$ cat src/rtl/store_align.sv
// store_align: formats CPU stores (byte/halfword/word) into word-addressed,
// lane-replicated write data with byte enables, buffered in a 2-entry FIFO.
// Formatting is computed when a store is pushed and kept with its entry.
// Optional feature: define STORE_ALIGN_MISALIGN_EXC_EN to flag misaligned
// halfword/word stores (enables forced to zero on a flagged entry).
module store_align (
  input  logic        clk,
  input  logic        rst,
  input  logic        in_valid,
  output logic        in_ready,
  input  logic [31:0] in_addr,
  input  logic [31:0] in_data,
  input  logic [1:0]  in_size,
  output logic        out_valid,
  input  logic        out_ready,
  output logic [31:0] out_addr,
  output logic [31:0] out_wdata,
  output logic [3:0]  out_be,
  output logic        out_misaligned
);

  logic [1:0]  count_q, count_d;
  logic        head_q, head_d;
  logic [31:0] addr_q  [2];
  logic [31:0] addr_d  [2];
  logic [31:0] wdata_q [2];
  logic [31:0] wdata_d [2];
  logic [3:0]  be_q    [2];
  logic [3:0]  be_d    [2];
  logic        mis_q   [2];
  logic        mis_d   [2];

  logic        push;
  logic        pop;
  logic        wr_idx;
  logic [31:0] fmt_wdata;
  logic [3:0]  fmt_be;
  logic        fmt_mis;

  // Handshakes; a full buffer never accepts, even when the head pops this cycle.
  always_comb begin
    in_ready  = (count_q < 2'd2) && !rst;
    out_valid = (count_q != 2'd0);
    push      = in_valid && in_ready;
    pop       = out_valid && out_ready;
    wr_idx    = head_q ^ count_q[0];
  end

  // Store formatting: lane replication and byte enables from size/address.
  always_comb begin
    fmt_wdata = in_data;
    fmt_be    = 4'b0000;
    fmt_mis   = 1'b0;
    case (in_size)
      2'b00: begin
        fmt_wdata = {4{in_data[7:0]}};
        fmt_be    = 4'b0001 << in_addr[1:0];
      end
      2'b01: begin
        fmt_wdata = {2{in_data[15:0]}};
        fmt_be    = in_addr[1] ? 4'b1100 : 4'b0011;
      end
      2'b10: begin
        fmt_wdata = in_data;
        fmt_be    = 4'b1111;
      end
      default: begin
        fmt_wdata = in_data;
        fmt_be    = 4'b0000;
      end
    endcase
`ifdef STORE_ALIGN_MISALIGN_EXC_EN
    if ((in_size == 2'b01 && in_addr[0]) ||
        (in_size == 2'b10 && in_addr[1:0] != 2'b00)) begin
      fmt_mis = 1'b1;
      fmt_be  = 4'b0000;
    end
`endif
  end

  // FIFO next state: write at tail on push, advance head on pop.
  always_comb begin
    addr_d  = addr_q;
    wdata_d = wdata_q;
    be_d    = be_q;
    mis_d   = mis_q;
    head_d  = head_q;
    if (push) begin
      addr_d[wr_idx]  = {in_addr[31:2], 2'b00};
      wdata_d[wr_idx] = fmt_wdata;
      be_d[wr_idx]    = fmt_be;
      mis_d[wr_idx]   = fmt_mis;
    end
    if (pop) begin
      head_d = ~head_q;
    end
    count_d = count_q + {1'b0, push} - {1'b0, pop};
  end

  // Head outputs, forced to zero while the buffer is empty.
  always_comb begin
    out_addr       = 32'd0;
    out_wdata      = 32'd0;
    out_be         = 4'b0000;
    out_misaligned = 1'b0;
    if (out_valid) begin
      out_addr       = addr_q[head_q];
      out_wdata      = wdata_q[head_q];
      out_be         = be_q[head_q];
      out_misaligned = mis_q[head_q];
    end
  end

  // State registers; reset discards all entries, including one mid-handshake.
  always_ff @(posedge clk) begin
    if (rst) begin
      count_q <= 2'd0;
      head_q  <= 1'b0;
      addr_q  <= '{default: '0};
      wdata_q <= '{default: '0};
      be_q    <= '{default: '0};
      mis_q   <= '{default: '0};
    end else begin
      count_q <= count_d;
      head_q  <= head_d;
      addr_q  <= addr_d;
      wdata_q <= wdata_d;
      be_q    <= be_d;
      mis_q   <= mis_d;
    end
  end

endmodule

$ cat config.mk
export PLATFORM = sky130hd
export DESIGN_NAME = store_align
export DESIGN_NICKNAME = d
export VERILOG_FILES = /design/src/rtl/store_align.sv
export SDC_FILE = /design/constraint.sdc
export NUM_CORES = 1
export LEC_CHECK = 0
export CAP_MARGIN = 20
export CORE_MARGIN = 10
export CORE_UTILIZATION = 56
export CTS_BUF_LIST = sky130_fd_sc_hd__clkbuf_8
export DETAILED_ROUTE_END_ITERATION = 10
export HOLD_SLACK_MARGIN = 0.02
export PLACE_DENSITY = 0.93
export SLEW_MARGIN = 10
export SYNTH_ARGS = -nofsm -noshare
export SYNTH_HDL_FRONTEND = slang
export SYNTH_SLANG_ARGS = --single-unit
export TNS_END_PERCENT = 20
$ cat constraint.sdc
create_clock -name clk -period 5.6 [get_ports clk]
set_clock_uncertainty 0.05 [all_clocks]
set_input_delay 1.68 -clock clk [delete_from_list [all_inputs] [get_ports clk]]
set_output_delay 1.68 -clock clk [all_outputs]
set_load 0.02 [all_outputs]
Word level (Yosys, flattened, before mapping):

Cells that the tools add are included.

* $add $sub $neg: 2
* magnitude comparators: 4
* equal/unequal tests: 2
* shift-type cells: 1
* multiplexer cells: 28
* bitwise operators: 6
* reductions and logical operators: 7

Operators with widths (count)
* 32-bit two-way mux: 9
* 64-bit bitwise mux: 2
* 32-bit case mux with 2 select lines: 1
* 32-bit demux with 1-bit select: 1
* 4-bit two-way mux: 6
* 4-bit case mux with 3 select lines: 1
* 8-bit bitwise mux: 1
* 1-bit two-way mux: 5
* 4-bit demux with 1-bit select: 1
* 2-bit greater-or-equal comparator, second input constant: 2
* 1-bit logical AND: 4
* 1-bit NOT with 2-bit output: 2
* 1-bit by 2-bit left shift with 4-bit output, first input constant: 1
* 2-bit by 1-bit adder with 2-bit output: 1
* 2-bit bitwise AND: 1
* 2-bit by 1-bit == test with 1-bit output, second input constant: 1
* 2-bit == test, second input constant: 1
* 2-bit zero test: 1
* 2-bit by 1-bit < comparator with 1-bit output, second input constant: 1
* 2-bit < comparator, second input constant: 1
* 2-bit NOT: 1
* 2-bit nonzero test: 1
* 2-bit by 1-bit subtractor with 2-bit output: 1
* 1-bit demux with 1-bit select: 1
* 3 further kinds: 3

* flip-flop bits (word level): 141
* input bits: 70
* word-level logic and storage cells: 60

Logic depth before layout (Yosys ltp):

* depth after elaboration: 8
* mapped depth: 7

Worst setup path before layout:

OpenSTA, ideal clock, no wires.

* kind: in2out
* start: in rst
* end: out in_ready
* arrival time: 2368 ps
* setup slack: 1502 ps
* stages on the path: 3
* cell sequence: clkbuf_1 > clkbuf_1 > nor2_1

* longest elaborated chain between the ends: 2

RTL lines
* start: declaration: RTL line 8 `input logic rst,`
* 1-bit zero test: RTL line 42 `in_ready = (count_q < 2'd2) && !rst;`
* 1-bit logical AND: RTL line 42
* end: declaration: RTL line 10 `output logic in_ready,`

No other way between the ends.

Worst setup path in the final report:

Same ends and word-level chain as after synthesis.

==> impl_results.md <==
* Setup-failing EPs final at 0
* Dpl cell area at around 7500 sq um
* Number of global-route vias before repair at around 5500
* R2r setup slk at ~2.7 ns
* R2R depth at 6
* Largest net degree at the start of global routing at between 80 and 90
* Met2 wire len at around 8400 microns
* DRT antenna net count at 0
* Setup ws final at 1.06 ns
* Clock slew at reported path FFs at around 0.070 ns
* WS Path Type: input port to output port
* Hold slack at 0.406 ns
* Netlist Area Pre-Place at a little over 6000 sq um
* HP Class: register to register
* Max layer used: met4
* Maxcap violations at 0
* Root buf cell: clkbuf_8
* Worst VDD drop at 0.384 mV
* Worst hold stages at 2
* Hold Path Origin: addr_q[41]
* Max Root-Sink Buffers at 2
* Leak at 0.00263 uW
* Post-Syn Instances at 774
* Place WS at roughly 1.1 ns
* Initial Utilization at a little under three fifths
* Total power at between 2000 and 3000 uW
* Setup_tns at 0 ns
* Crit path max fanout at 59
* Max Slew Vio Count at 0
* GPL Wtd Cong at 0.817
* Sequential share of the synthesized area at 44.7%
* Hold Violations, Final at 0
* Yosys warnings at 0
* Via count at roughly 5600
* Reg-to-Reg End: addr_q[46]
* Tcrit/Tclk final at about four fifths
* Tmin final at between 4 and 5 ns
* Synth-to-Final Area Change at 28.9%
* Gr ovfl total at 0
* CTS sink cnt at around 140
* Critical Path RT at around 3.9 ns
* Critical Path End Type: output port
* Mean area per synthesized cell at between 7 and 8 sq um
* Status: finished clean
* First-pass GRT wire length at roughly 27000 microns
* # rows at 38
* CTS hold repair buffers at 0
* Met3 WL at 916 microns
* CTS buffer count at 17
* Fraction of layout cells with a size suffix above 1 at approximately 5.6%
* Post-detail-place hpwl at about 11000 microns
* Count of cell types in the netlist at 25
* Initial antenna violation count at 1
* Pwr per Cell Area at 376 nW/um^2
* Die width at around 120 microns
* RSZ-0062 raised after global routing: no
* Die Y at about 120 microns
* Core area at 10800 sq um
* Setup crit start kind: input port
* CTS tree: built
* Drt wl/cell at between 15 and 20 microns
* Insertion delay to the later sink of the worst-skew pair at between 0.4 and 0.5 ns
* # fillers at 810
* Hold EP: addr_q[41]
* Cell area after layout at 7900 sq um
* Max_slew headroom at roughly 29%
* Final WL at around 17000 microns
* Drt initial violations at between 500 and 600
* Port Buffers at between 100 and 150
* Setup Fix Bufs, Post-CTS at 0
* Drt first pass iters at 5
* Yosys reg bits at 137
* Final #Nets at 948
* Die ar. at approximately 16000 sq um
* CTS-repair resized insts at 0
* RR Startpoint: head_q
* Drt via density at approximately 5.5
* Arrival @ worst endpoint at 2.81 ns
* H-Tree Depth at 4
* Fmax at between 200 and 250 MHz
* Worst slew pin tran at 1.06 ns
* Drc violations at 0
* Routed metal-1 wire length at roughly 7000 microns
* Io pins at about 140
* GRT Total Usage at a little over a fifth
-- area by class of cell --
| class | count | area (sq um) | area share [%] |
|---|---|---|---|
| Multi-Input combinational cell | 571 | 3120 | 39.4 |
| Clock inverter | 15 | 141 | 1.79 |
| Sequential cell | 137 | 2750 | 34.8 |
| Tap cell | 140 | 175 | 2.22 |
| Antenna cell | 1 | 2.50 | 0.0317 |
| Clock buffer | 17 | 234 | 2.96 |
| Timing Repair Buffer | 148 | 1480 | 18.7 |
| Inverter | 2 | 7.51 | 0.0950 |
-- power breakdown --
part / switching, uW / leakage (uW) / total [uW] / internal [uW]
sequential: 125 / 0.00111 / 1240 / 1120
clock: 405 / 0.000186 / 764 / 359
combinational: 572 / 0.00133 / 961 / 389
total: 1100 / 0.00263 / 2970 / 1870
-- Yosys cell counts --
master,n,share of area [%]
nand2_1,187,11
dfxtp_1,137,45
nor2_1,106,6.5
a21oi_1,101,8.2
mux2i_1,83,14
a211oi_1,32,3.9
clkbuf_1,32,2.0
buf_2,24,2.0
nand3_1,16,1.3
nand2b_1,10,1.0
nor2b_1,10,1.0
a211o_1,8,1.1
buf_4,6,0.73
buf_1,3,0.18
nor3b_1,3,0.37
xor2_1,3,0.43
inv_1,2,0.12
o21ai_0,2,0.16
o31ai_1,2,0.24
xnor2_1,2,0.29
conb_1,1,0.061
ha_1,1,0.20
nor2_2,1,0.10
nor4bb_1,1,0.16
or3b_1,1,0.14
-- logic make-up after synthesis --
| family | after synthesis | synth area share [%] |
|---|---|---|
| buffers and inverters | 67 | 4.96 |
| flip-flops | 137 | 44.7 |
| other | 1 | 0.0612 |
| multiplexers | 83 | 13.6 |
| AND/OR/NAND/NOR | 335 | 22.1 |
| XOR/XNOR | 5 | 0.714 |
| AO/OA/AOI/OAI | 145 | 13.7 |
| adder cells (fa/ha/maj) | 1 | 0.204 |
-- worst max-delay path: stages --
cell	delay (ns)
buf_4	0.46
nor2_1	0.09
clkdlybuf4s50_1	0.56
-- how the worst max path moves through the flow --
stage	slack, ns	end	startpoint
after CTS	1.06	in_ready	rst
after global placement	1.07	in_ready	rst
after global routing	1.00	in_ready	rst
after floorplan	1.50	in_ready	rst
final	1.06	in_ready	rst
after detailed placement	1.06	in_ready	rst
-- registers in the layout, indices dropped and copies added (netlist names) --
name and flops:
count_q 2, addr_q 60, head_q 1, wdata_q 64, mis_q 2, be_q 8
-- layer usage --
| metal | GRT usage, % | up-vias |
|---|---|---|
| met1 | 24.5 | 2625 |
| met3 | 5.11 | 31 |
| met5 | 0 | - |
| met2 | 35.7 | 186 |
| li1 | - | 2795 |
| met4 | 9.18 | 0 |
-- stage by stage --
| step | utilization, % | std cells |
|---|---|---|
| floorplan | - | 775 |
| global placement | 69.5 | 997 |
| detailed placement | 69.5 | 997 |
| CTS | 73.0 | 1029 |
| global route | 73.2 | 1031 |
| finish | 73.2 | 1031 |
-- cell usage in the layout (no fill, tap or decap), drive strengths merged --
cell type,n
nor4bb,1
bufinv,1
conb,2
diode,1
o21ai,2
buf,11
nor2,107
nand3,16
xnor2,2
a21oi,101
mux2i,83
a211oi,32
nor2b,10
nand2,187
clkbuf,17
nand2b,10
dfxtp,137
or3b,1
clkdlybuf4s50,137
nor3b,3
clkinvlp,3
a211o,8
xor2,3
o31ai,2
ha,1
inv,8
clkinv,5
Note: power is estimated with default switching activity, not from simulation.
